$ cat src/rtl/one_pass_top.sv
// Single-pass convolution engine with its byte-addressed global buffer.
// One output word is produced every K+3 cycles: a bias read, K MAC cycles,
// one drain cycle for the last in-flight product, and one 32-bit write.

module one_pass_glb #(
  parameter int GLB_BYTES = 65536,
  parameter int AW        = $clog2(GLB_BYTES)
) (
  input  logic          clk,
  input  logic [AW-1:0] ra0,
  input  logic [AW-1:0] ra1,
  input  logic [AW-1:0] rwa,
  input  logic          we,
  input  logic [AW-1:0] wa,
  input  logic [31:0]   wdata,
  output logic [7:0]    rd0,
  output logic [7:0]    rd1,
  output logic [31:0]   rword
);

  localparam logic [AW-1:0] ONE = AW'(1);

  logic [7:0] mem [GLB_BYTES];

  // Two byte read ports, one little-endian word view and one word write port.
  // NOTE: the storage array is deliberately left out of reset; it is preloaded
  // by the host and must survive an aborted pass.
  always_ff @(posedge clk) begin
    rd0   <= mem[ra0];
    rd1   <= mem[ra1];
    rword <= {mem[rwa + AW'(3)], mem[rwa + AW'(2)], mem[rwa + ONE], mem[rwa]};
    if (we) begin
      mem[wa]          <= wdata[7:0];
      mem[wa + ONE]    <= wdata[15:8];
      mem[wa + AW'(2)] <= wdata[23:16];
      mem[wa + AW'(3)] <= wdata[31:24];
    end
  end

endmodule

module one_pass_top #(
  parameter int GLB_BYTES = 65536
) (
  input  logic       clk,
  input  logic       rst,
  input  logic       start,
  input  logic [3:0] p,
  input  logic [3:0] t,
  input  logic [3:0] q,
  input  logic [3:0] r,
  input  logic [7:0] e,
  input  logic [3:0] STRIDE,
  input  logic [3:0] FILT_ROW,
  input  logic [3:0] FILT_COL,
  input  logic [7:0] IFMAP_COL,
  input  logic [7:0] OFMAP_COL,
  output logic       done
);

  localparam int AW = $clog2(GLB_BYTES);
  localparam logic [AW-1:0] ONE = AW'(1);

  typedef enum logic [2:0] {
    IDLE  = 3'd0,
    BIAS  = 3'd1,
    MAC   = 3'd2,
    DRAIN = 3'd3,
    WRITE = 3'd4,
    DONE  = 3'd5
  } state_t;

  state_t state;

  // Configuration captured when a pass is launched.
  logic [3:0] cp, ct, cq, cr, cs, cfr, cfc;
  logic [7:0] ce, cic, coc;
  logic       skip;

  // Output position (m, y, x), linear output index, and MAC position (c, fr, fc).
  logic [AW-1:0] mc, yc, xc, oi;
  logic [AW-1:0] cc, frc, fcc, widx;
  logic [31:0]   acc;

  // Geometry derived from the captured configuration.
  logic [AW-1:0] m_tot, c_tot, h_tot, k_tot, f0, b0, o0;
  assign m_tot = AW'(cp) * AW'(ct);
  assign c_tot = AW'(cq) * AW'(cr);
  assign h_tot = AW'(cs) * (AW'(ce) - ONE) + AW'(cfc);
  assign k_tot = c_tot * AW'(cfr) * AW'(cfc);
  assign f0    = c_tot * h_tot * AW'(cic);
  assign b0    = f0 + m_tot * k_tot;
  assign o0    = b0 + (m_tot << 2);

  // GLB addresses for the current output / MAC position.
  logic [AW-1:0] ifm_addr, wgt_addr, bias_addr, out_addr;
  assign ifm_addr  = cc * h_tot * AW'(cic)
                   + (yc * AW'(cs) + frc) * AW'(cic)
                   + xc * AW'(cs) + fcc;
  assign wgt_addr  = f0 + mc * k_tot + widx;
  assign bias_addr = b0 + (mc << 2);
  assign out_addr  = o0 + (oi << 2);

  logic [7:0]  ifm_byte, wgt_byte;
  logic [31:0] bias_word;

  one_pass_glb #(.GLB_BYTES(GLB_BYTES), .AW(AW)) glb (
    .clk   (clk),
    .ra0   (ifm_addr),
    .ra1   (wgt_addr),
    .rwa   (bias_addr),
    .we    (state == WRITE),
    .wa    (out_addr),
    .wdata (acc),
    .rd0   (ifm_byte),
    .rd1   (wgt_byte),
    .rword (bias_word)
  );

  // Signed 8x8 product of the bytes read in the previous cycle, widened to 32.
  logic signed [15:0] ifm_ext, wgt_ext, prod;
  logic [31:0]        prod_ext;
  assign ifm_ext  = {{8{ifm_byte[7]}}, ifm_byte};
  assign wgt_ext  = {{8{wgt_byte[7]}}, wgt_byte};
  assign prod     = ifm_ext * wgt_ext;
  assign prod_ext = {{16{prod[15]}}, prod};

  logic mac_last, out_last, degenerate;
  assign mac_last   = (widx == k_tot - ONE);
  assign out_last   = (mc == m_tot - ONE) && (yc == AW'(ce) - ONE) && (xc == AW'(coc) - ONE);
  assign degenerate = (p == 4'd0) || (t == 4'd0) || (q == 4'd0) || (r == 4'd0) ||
                      (e == 8'd0) || (STRIDE == 4'd0) || (FILT_ROW == 4'd0) ||
                      (FILT_COL == 4'd0) || (OFMAP_COL == 8'd0);

  // Control FSM, counters, accumulator and the registered done flag.
  // NOTE: every state register here uses <= so all updates see pre-edge values.
  always_ff @(posedge clk or posedge rst) begin
    if (rst) begin
      state <= IDLE;
      done  <= 1'b0;
      skip  <= 1'b0;
      cp <= '0; ct <= '0; cq <= '0; cr <= '0; cs <= '0; cfr <= '0; cfc <= '0;
      ce <= '0; cic <= '0; coc <= '0;
      mc <= '0; yc <= '0; xc <= '0; oi <= '0;
      cc <= '0; frc <= '0; fcc <= '0; widx <= '0;
      acc <= '0;
    end else begin
      case (state)
        IDLE, DONE: begin
          // A start in DONE relaunches directly, same timing as from IDLE.
          if (start) begin
            cp <= p; ct <= t; cq <= q; cr <= r; cs <= STRIDE;
            cfr <= FILT_ROW; cfc <= FILT_COL;
            ce <= e; cic <= IFMAP_COL; coc <= OFMAP_COL;
            skip  <= degenerate;
            mc <= '0; yc <= '0; xc <= '0; oi <= '0;
            done  <= 1'b0;
            state <= BIAS;
          end
        end
        BIAS: begin
          if (skip) begin
            done  <= 1'b1;
            state <= DONE;
          end else begin
            cc <= '0; frc <= '0; fcc <= '0; widx <= '0;
            state <= MAC;
          end
        end
        MAC: begin
          // First MAC cycle loads the bias; later ones add the previous product.
          acc <= (widx == '0) ? bias_word : acc + prod_ext;
          widx <= widx + ONE;
          if (fcc == AW'(cfc) - ONE) begin
            fcc <= '0;
            if (frc == AW'(cfr) - ONE) begin
              frc <= '0;
              cc  <= cc + ONE;
            end else begin
              frc <= frc + ONE;
            end
          end else begin
            fcc <= fcc + ONE;
          end
          if (mac_last) state <= DRAIN;
        end
        DRAIN: begin
          acc   <= acc + prod_ext;
          state <= WRITE;
        end
        WRITE: begin
          oi <= oi + ONE;
          if (out_last) begin
            done  <= 1'b1;
            state <= DONE;
          end else begin
            if (xc == AW'(coc) - ONE) begin
              xc <= '0;
              if (yc == AW'(ce) - ONE) begin
                yc <= '0;
                mc <= mc + ONE;
              end else begin
                yc <= yc + ONE;
              end
            end else begin
              xc <= xc + ONE;
            end
            state <= BIAS;
          end
        end
        default: state <= IDLE;
      endcase
    end
  end

endmodule

$ cat config.mk
export PLATFORM = sky130hd
export DESIGN_NAME = one_pass_top
export DESIGN_NICKNAME = d
export VERILOG_FILES = /design/src/rtl/one_pass_top.sv
export SDC_FILE = /design/constraint.sdc
export NUM_CORES = 1
export LEC_CHECK = 0
export CAP_MARGIN = 20
export CORE_UTILIZATION = 62
export DETAILED_ROUTE_END_ITERATION = 8
export PLACE_DENSITY = 0.82
export SYNTH_ARGS = -nofsm -noshare
export SYNTH_HDL_FRONTEND = slang
export SYNTH_SLANG_ARGS = --single-unit
$ cat constraint.sdc
create_clock -name clk -period 9.02 [get_ports clk]
set_input_delay 0.902 -clock clk [delete_from_list [all_inputs] [get_ports clk]]
set_output_delay 0.902 -clock clk [all_outputs]
set_load 0.005 [all_outputs]
==> Yosys cells after proc, flatten, opt, wreduce, memory -nomap -nowiden <==
Index checks and enable logic that the tools add are counted.
Widths: inputs -> output; s select.
{ "classes": {"n_addsub": 8, "multipliers": 4, "n_eq_ne": 17, "n_mux": 23, "reduce_logical": 31} }
{ "op_table": {"columns": ["cell", "n"], "rows": [
  ["$mux 16", 10],
  ["$pmux 16 s2", 4],
  ["$add 16x1->16 const B", 4],
  ["$eq 16x16->1", 4],
  ["$logic_not 4->1", 7],
  ["$sub 8x1->9 const B", 3],
  ["$logic_not 8->1", 2],
  ["$mul 12x4->16", 1],
  ["$mul 4x4->8", 2],
  ["$ne 2x2->1 const B", 8],
  ["$sub 16x1->16 const B", 1],
  ["$pmux 3 s5", 1],
  ["$mul 8x4->12", 1],
  ["$mux 3", 4],
  ["$logic_or 1x1->1", 8],
  ["$reduce_and 4->1", 2],
  ["$eq 3x2->1 const B", 2],
  ["$eq 3x3->1 const B", 2],
  ["$reduce_and 2->1", 3],
  ["$reduce_and 5->1", 1],
  ["$reduce_bool 2->1", 2],
  ["$eq 3x1->1 const B", 1],
  ["$logic_not 3->1", 1],
  ["$mux 1", 3],
  ["5 further kinds", 6]
]} }
{ "word_totals": {"register_bits": 109, "wordCells": 98} }

==> Depth between registers and ports, before layout <==
{ "logic_depth": {"ltp_word": 9, "depth_mapped": 34, "mapped_depth_nobuf": 34} }

==> Least setup slack after synthesis <==
Ideal clock, no wire load.
{ "synth_timing": {"path_kind": "register -> register", "from": "register cq[0]", "to": "register state[0]", "setup_time_ps": 67, "t_arrival_ps": 8077, "path_slack_ps": 877, "path_stages_with_launch": 33, "path_buffers": 0, "synth_period_minus_slack_ps": 8143, "path_cell_list": "dfrtp_1 > nand2_1 > fa_1 > fa_1 > inv_1 > ha_1 > a21o_1 > a21oi_1 > xnor2_1 > and2_1 > fa_1 > inv_1 > fa_1 > inv_1 > ha_1 > a21boi_0 > o21ai_0 > a21boi_0 > nor2_1 > nand2_1 > ha_1 > fa_1 > fa_1 > inv_1 > ha_1 > xor2_1 > nor2b_1 > a22o_1 > or4_1 > a2111oi_0 > nand4_1 > a2111oi_0 > a41o_1"} }
{ "synth_via": {"elab_chain_len": 7} }
{ "synth_rtl": {"columns": ["element", "line", "source"], "rows": [
  ["from (decl)", "76", "logic [3:0] cp, ct, cq, cr, cs, cfr, cfc;"],
  ["from (signal assigned)", "142", "cp <= '0; ct <= '0; cq <= '0; cr <= '0; cs <= '0; cfr <= '0; cfc <= '0;"],
  ["from (signal assigned)", "152", "cp <= p; ct <= t; cq <= q; cr <= r; cs <= STRIDE;"],
  ["$mul 4x4->8", "88", "assign c_tot = AW'(cq) * AW'(cr);"],
  ["$mul 8x4->12", "90", "assign k_tot = c_tot * AW'(cfr) * AW'(cfc);"],
  ["$mul 12x4->16", "90", null],
  ["$sub 16x1->16", "129", "assign mac_last = (widx == k_tot - ONE);"],
  ["$eq 16x16->1", "129", null],
  ["$ne 2x2->1 (no line)", null, null],
  ["$reduce_and 2->1 (no line)", null, null],
  ["to (signal assigned)", "139", "state <= IDLE;"],
  ["to (signal assigned)", "158", "state <= BIAS;"],
  ["to (signal assigned)", "164", "state <= DONE;"],
  ["to (decl)", "73", "state_t state;"]
]} }
No other way between the ends.
A chain may end at the register's enable or synchronous reset.

==> Final worst setup path <==
{ "layout_timing": {"from": "register cq[1]", "to": "register state[0]"} }
The elaborated chain is that of the path after synthesis.

==> summary.txt <==
Detailed routing
  • Number of remaining DRC errors: 0
  • Per-cell routed wire length: 14.7 µm
  • Number of DRC markers in iteration 0: 561
  • Number of routed nets with antenna violations: 0
  • Router iterations before antenna repair: 5
  • Vias: 8,386
  • Average via count per standard cell: 5.85
  • Sum of routed wire length over all layers: 21,100 µm

Clocking
  • Root buffer cell: sky130_fd_sc_hd__clkbuf_16
  • Number of clock sinks seen by CTS: 109
  • TritonCTS Buffers: 9
  • Clock Latency Late Sink: 0.36 ns
  • Clock transition time at the flip-flop clock pins of the worst setup and hold paths: 0.08 ns
  • CTS tree: built
  • Post-CTS Hold Buffers: 0
  • Count of H-tree levels built during CTS: 3
  • Clock Path Buffers: 2

Layout
  • Area taken by flip-flops and latches: 2730 µm²
  • Share of layout cells above drive strength 1: 0.0352
  • Number of nets in the finished design: roughly 1.4k
  • Number of antenna cells inserted: 0
  • Total of fill cells in the finished design: between 1k and 1.5k
  • Area occupied by multi-input gates: roughly 6600 µm²
  • Area growth from synthesis to final layout: 10.2%

Status
  • Outcome: complete, no violations

Timing
  • Setup repair after global routing missed its margin: no
  • Fmax: roughly 120 MHz
  • Number of failing hold endpoints at the final stage: 0
  • Final Max Tran Viols: 0
  • Clock period minus worst slack: 8.50 ns
  • Actual transition at the worst max-transition pin: 1.04 ns
  • Final worst path period share: 0.942
  • Setup total negative slack: 0 ns
  • Final worst setup slack: 0.525 ns
  • Worst Clk Skew: 0.0114 ns
  • Final setup vio count: 0
  • Worst rel slew slack: 0.309
  • Hold WS: approximately 0.53 ns

GRT
  • First-pass GRT wire length: 36,000 µm
  • Leftover overflow at the end of global routing: 0
  • Initial antenna violation count: 0
  • Maximum number of pins on one net before global-route repair: 62
  • Via count of the first global-routing pass: 7,922
  • Overall fraction of global-route tracks in use: 0.272

Critical path
  • Biggest fanout along the worst timing path: 5
  • Arrival time of the worst setup path: 8.79 ns
  • Buffers and inverters on the worst path: 4
  • WP data required: around 9.3 ns
  • Peak per-stage delay on the critical path: 0.60 ns
  • Crit end category: register
  • Worst setup path class: register to register
  • Worst setup SP type: register
  • Highest-delay cell along the critical path: sky130_fd_sc_hd__fa_1
  • Cell family with most CP delay: adder cells
  • Critical path's most frequent cell: sky130_fd_sc_hd__fa_1

Run
  • Maximum capacitance violations: 0

Placed design
  • Detailed placement HPWL: 15,800 µm
  • Worst-case setup slack after placement: around 0.14 ns
  • RePlAce Congestion: approximately 0.9
  • Number of buffers added on ports: 47

Logic synthesis
  • Number of flip-flops and latches in the synthesized netlist: 109
  • Net count after synthesis: 1,365
  • Netlist Area Pre-Place: 9780 µm²
  • Top_reg_cell synth: sky130_fd_sc_hd__dfrtp_1
  • Cell types with the largest area share after synthesis: sky130_fd_sc_hd__dfrtp_1, sky130_fd_sc_hd__ha_1, sky130_fd_sc_hd__fa_1, sky130_fd_sc_hd__nand2_1, sky130_fd_sc_hd__xnor2_1
  • Most frequent cell after synthesis: sky130_fd_sc_hd__nand2_1
  • Fraction of the yosys area taken by sequential cells: 0.279
  • Mean cell area of the mapped netlist: 8.26 µm²
  • Fraction of post-synthesis cell area in the top cell type by area: 0.279
  • Share of flip-flops with an asynchronous set or reset after synthesis: 1.00
  • Post-synth EDFFs: 0
  • List of most frequent post-synthesis cells: sky130_fd_sc_hd__nand2_1, sky130_fd_sc_hd__dfrtp_1, sky130_fd_sc_hd__inv_1
  • Number of instances in the synthesized netlist: 1,184
  • Largest area contributor in the synthesized netlist: sky130_fd_sc_hd__dfrtp_1
  • Synth warn: 0
  • Distinct cells, synth: 61

Floorplan
  • Width of the die: 128 µm
  • Std-Cell Rows: 45
  • Count of boundary I/O pins: 56
  • Starting Density: 0.639
  • Core Footprint: around 15,000 µm²
  • Total die area: 16,300 µm²
  • Die Y-Extent: 128 µm

Hold path
  • Class of the tightest hold or removal check: register to register
[worst paths after layout]
check	startpoint	end	slack (ns)	cells past startpoint
hold / removal	xc[14]	xc[14]	0.53	1
hold reg to reg	xc[14]	xc[14]	0.53	1
setup reg to reg	cq[1]	state[0]	0.52	32
setup / recovery	cq[1]	state[0]	0.52	32
max in group asynchronous	rst	yc[14]	6.84	3
min in group asynchronous	rst	ct[3]	0.95	2
[timing repair]
item | in CTS | in global routing
gates resized for setup | 0 | 9
buffers inserted | 0 | 5
setup endpoints to repair | 0 | 1
[stage by stage]
stage / instance area [µm²] / instances / util
floorplan: 9780 / 1184 / -
global placement: 10400 / 1413 / 0.681
detailed placement: 10400 / 1413 / 0.681
CTS: 10700 / 1428 / 0.699
global route: 10800 / 1433 / 0.704
finish: 10800 / 1433 / 0.704
[sequential cells by signal (all words and copies together) (netlist names)]
name,flops
xc,16
cr,4
yc,16
cp,4
cfr,4
ce,8
done,1
skip,1
state,3
cq,4
ct,4
coc,8
cfc,4
widx,16
mc,16
[kinds of logic after synthesis]
| logic type | Yosys count | share of synthesized area |
|---|---|---|
| AO/OA/AOI/OAI | 231 | 0.148 |
| AND/OR/NAND/NOR | 514 | 0.261 |
| adder cells (fa/ha/maj) | 126 | 0.193 |
| XOR/XNOR | 61 | 0.0546 |
| multiplexers | 8 | 0.00998 |
| flip-flops | 109 | 0.279 |
| buffers and inverters | 135 | 0.0541 |
[cells in the final DEF (no fill, tap or decap), types with 4 or more instances in the layout]
| cell type | count |
|---|---|
| sky130_fd_sc_hd__a211oi_1 | 5 |
| sky130_fd_sc_hd__a21o_1 | 14 |
| sky130_fd_sc_hd__a21oi_1 | 52 |
| sky130_fd_sc_hd__a22o_1 | 4 |
| sky130_fd_sc_hd__a31oi_1 | 6 |
| sky130_fd_sc_hd__and2_1 | 44 |
| sky130_fd_sc_hd__and3_1 | 19 |
| sky130_fd_sc_hd__buf_4 | 14 |
| sky130_fd_sc_hd__clkbuf_16 | 9 |
| sky130_fd_sc_hd__clkdlybuf4s50_1 | 47 |
| sky130_fd_sc_hd__dfrtp_1 | 109 |
| sky130_fd_sc_hd__fa_1 | 42 |
| sky130_fd_sc_hd__ha_1 | 84 |
| sky130_fd_sc_hd__inv_1 | 96 |
| sky130_fd_sc_hd__mux2i_1 | 6 |
| sky130_fd_sc_hd__nand2_1 | 223 |
| sky130_fd_sc_hd__nand2b_1 | 9 |
| sky130_fd_sc_hd__nand3_1 | 50 |
| sky130_fd_sc_hd__nand4_1 | 19 |
| sky130_fd_sc_hd__nand4b_1 | 5 |
| sky130_fd_sc_hd__nor2_1 | 38 |
| sky130_fd_sc_hd__nor2b_1 | 18 |
| sky130_fd_sc_hd__nor3_1 | 18 |
| sky130_fd_sc_hd__nor4_1 | 21 |
| sky130_fd_sc_hd__o211ai_1 | 5 |
| sky130_fd_sc_hd__o21a_1 | 10 |
| sky130_fd_sc_hd__o21ai_0 | 65 |
| sky130_fd_sc_hd__o21ai_1 | 9 |
| sky130_fd_sc_hd__o31ai_1 | 27 |
| sky130_fd_sc_hd__o41ai_1 | 7 |
| sky130_fd_sc_hd__or3_1 | 12 |
| sky130_fd_sc_hd__or4_1 | 19 |
| sky130_fd_sc_hd__xnor2_1 | 46 |
| sky130_fd_sc_hd__xor2_1 | 15 |
[routing by layer]
metal,track usage,share of wire
met1,0.375,0.47
met2,0.451,0.49
met3,0.0310,0.028
met4,0.0817,0.016
met5,0,0
[area by class of cell]
| cell class | count | area share |
|---|---|---|
| Clock buffer | 10 | 0.0222 |
| Inverter | 97 | 0.0340 |
| Sequential cell | 109 | 0.253 |
| Multi-Input combinational cell | 940 | 0.609 |
| Tap cell | 211 | 0.0245 |
| Timing Repair Buffer | 61 | 0.0534 |
| Clock inverter | 5 | 0.00418 |
Power is not shown: default switching activity piles up to over one toggle a cycle in this logic, so the estimate is an artifact.
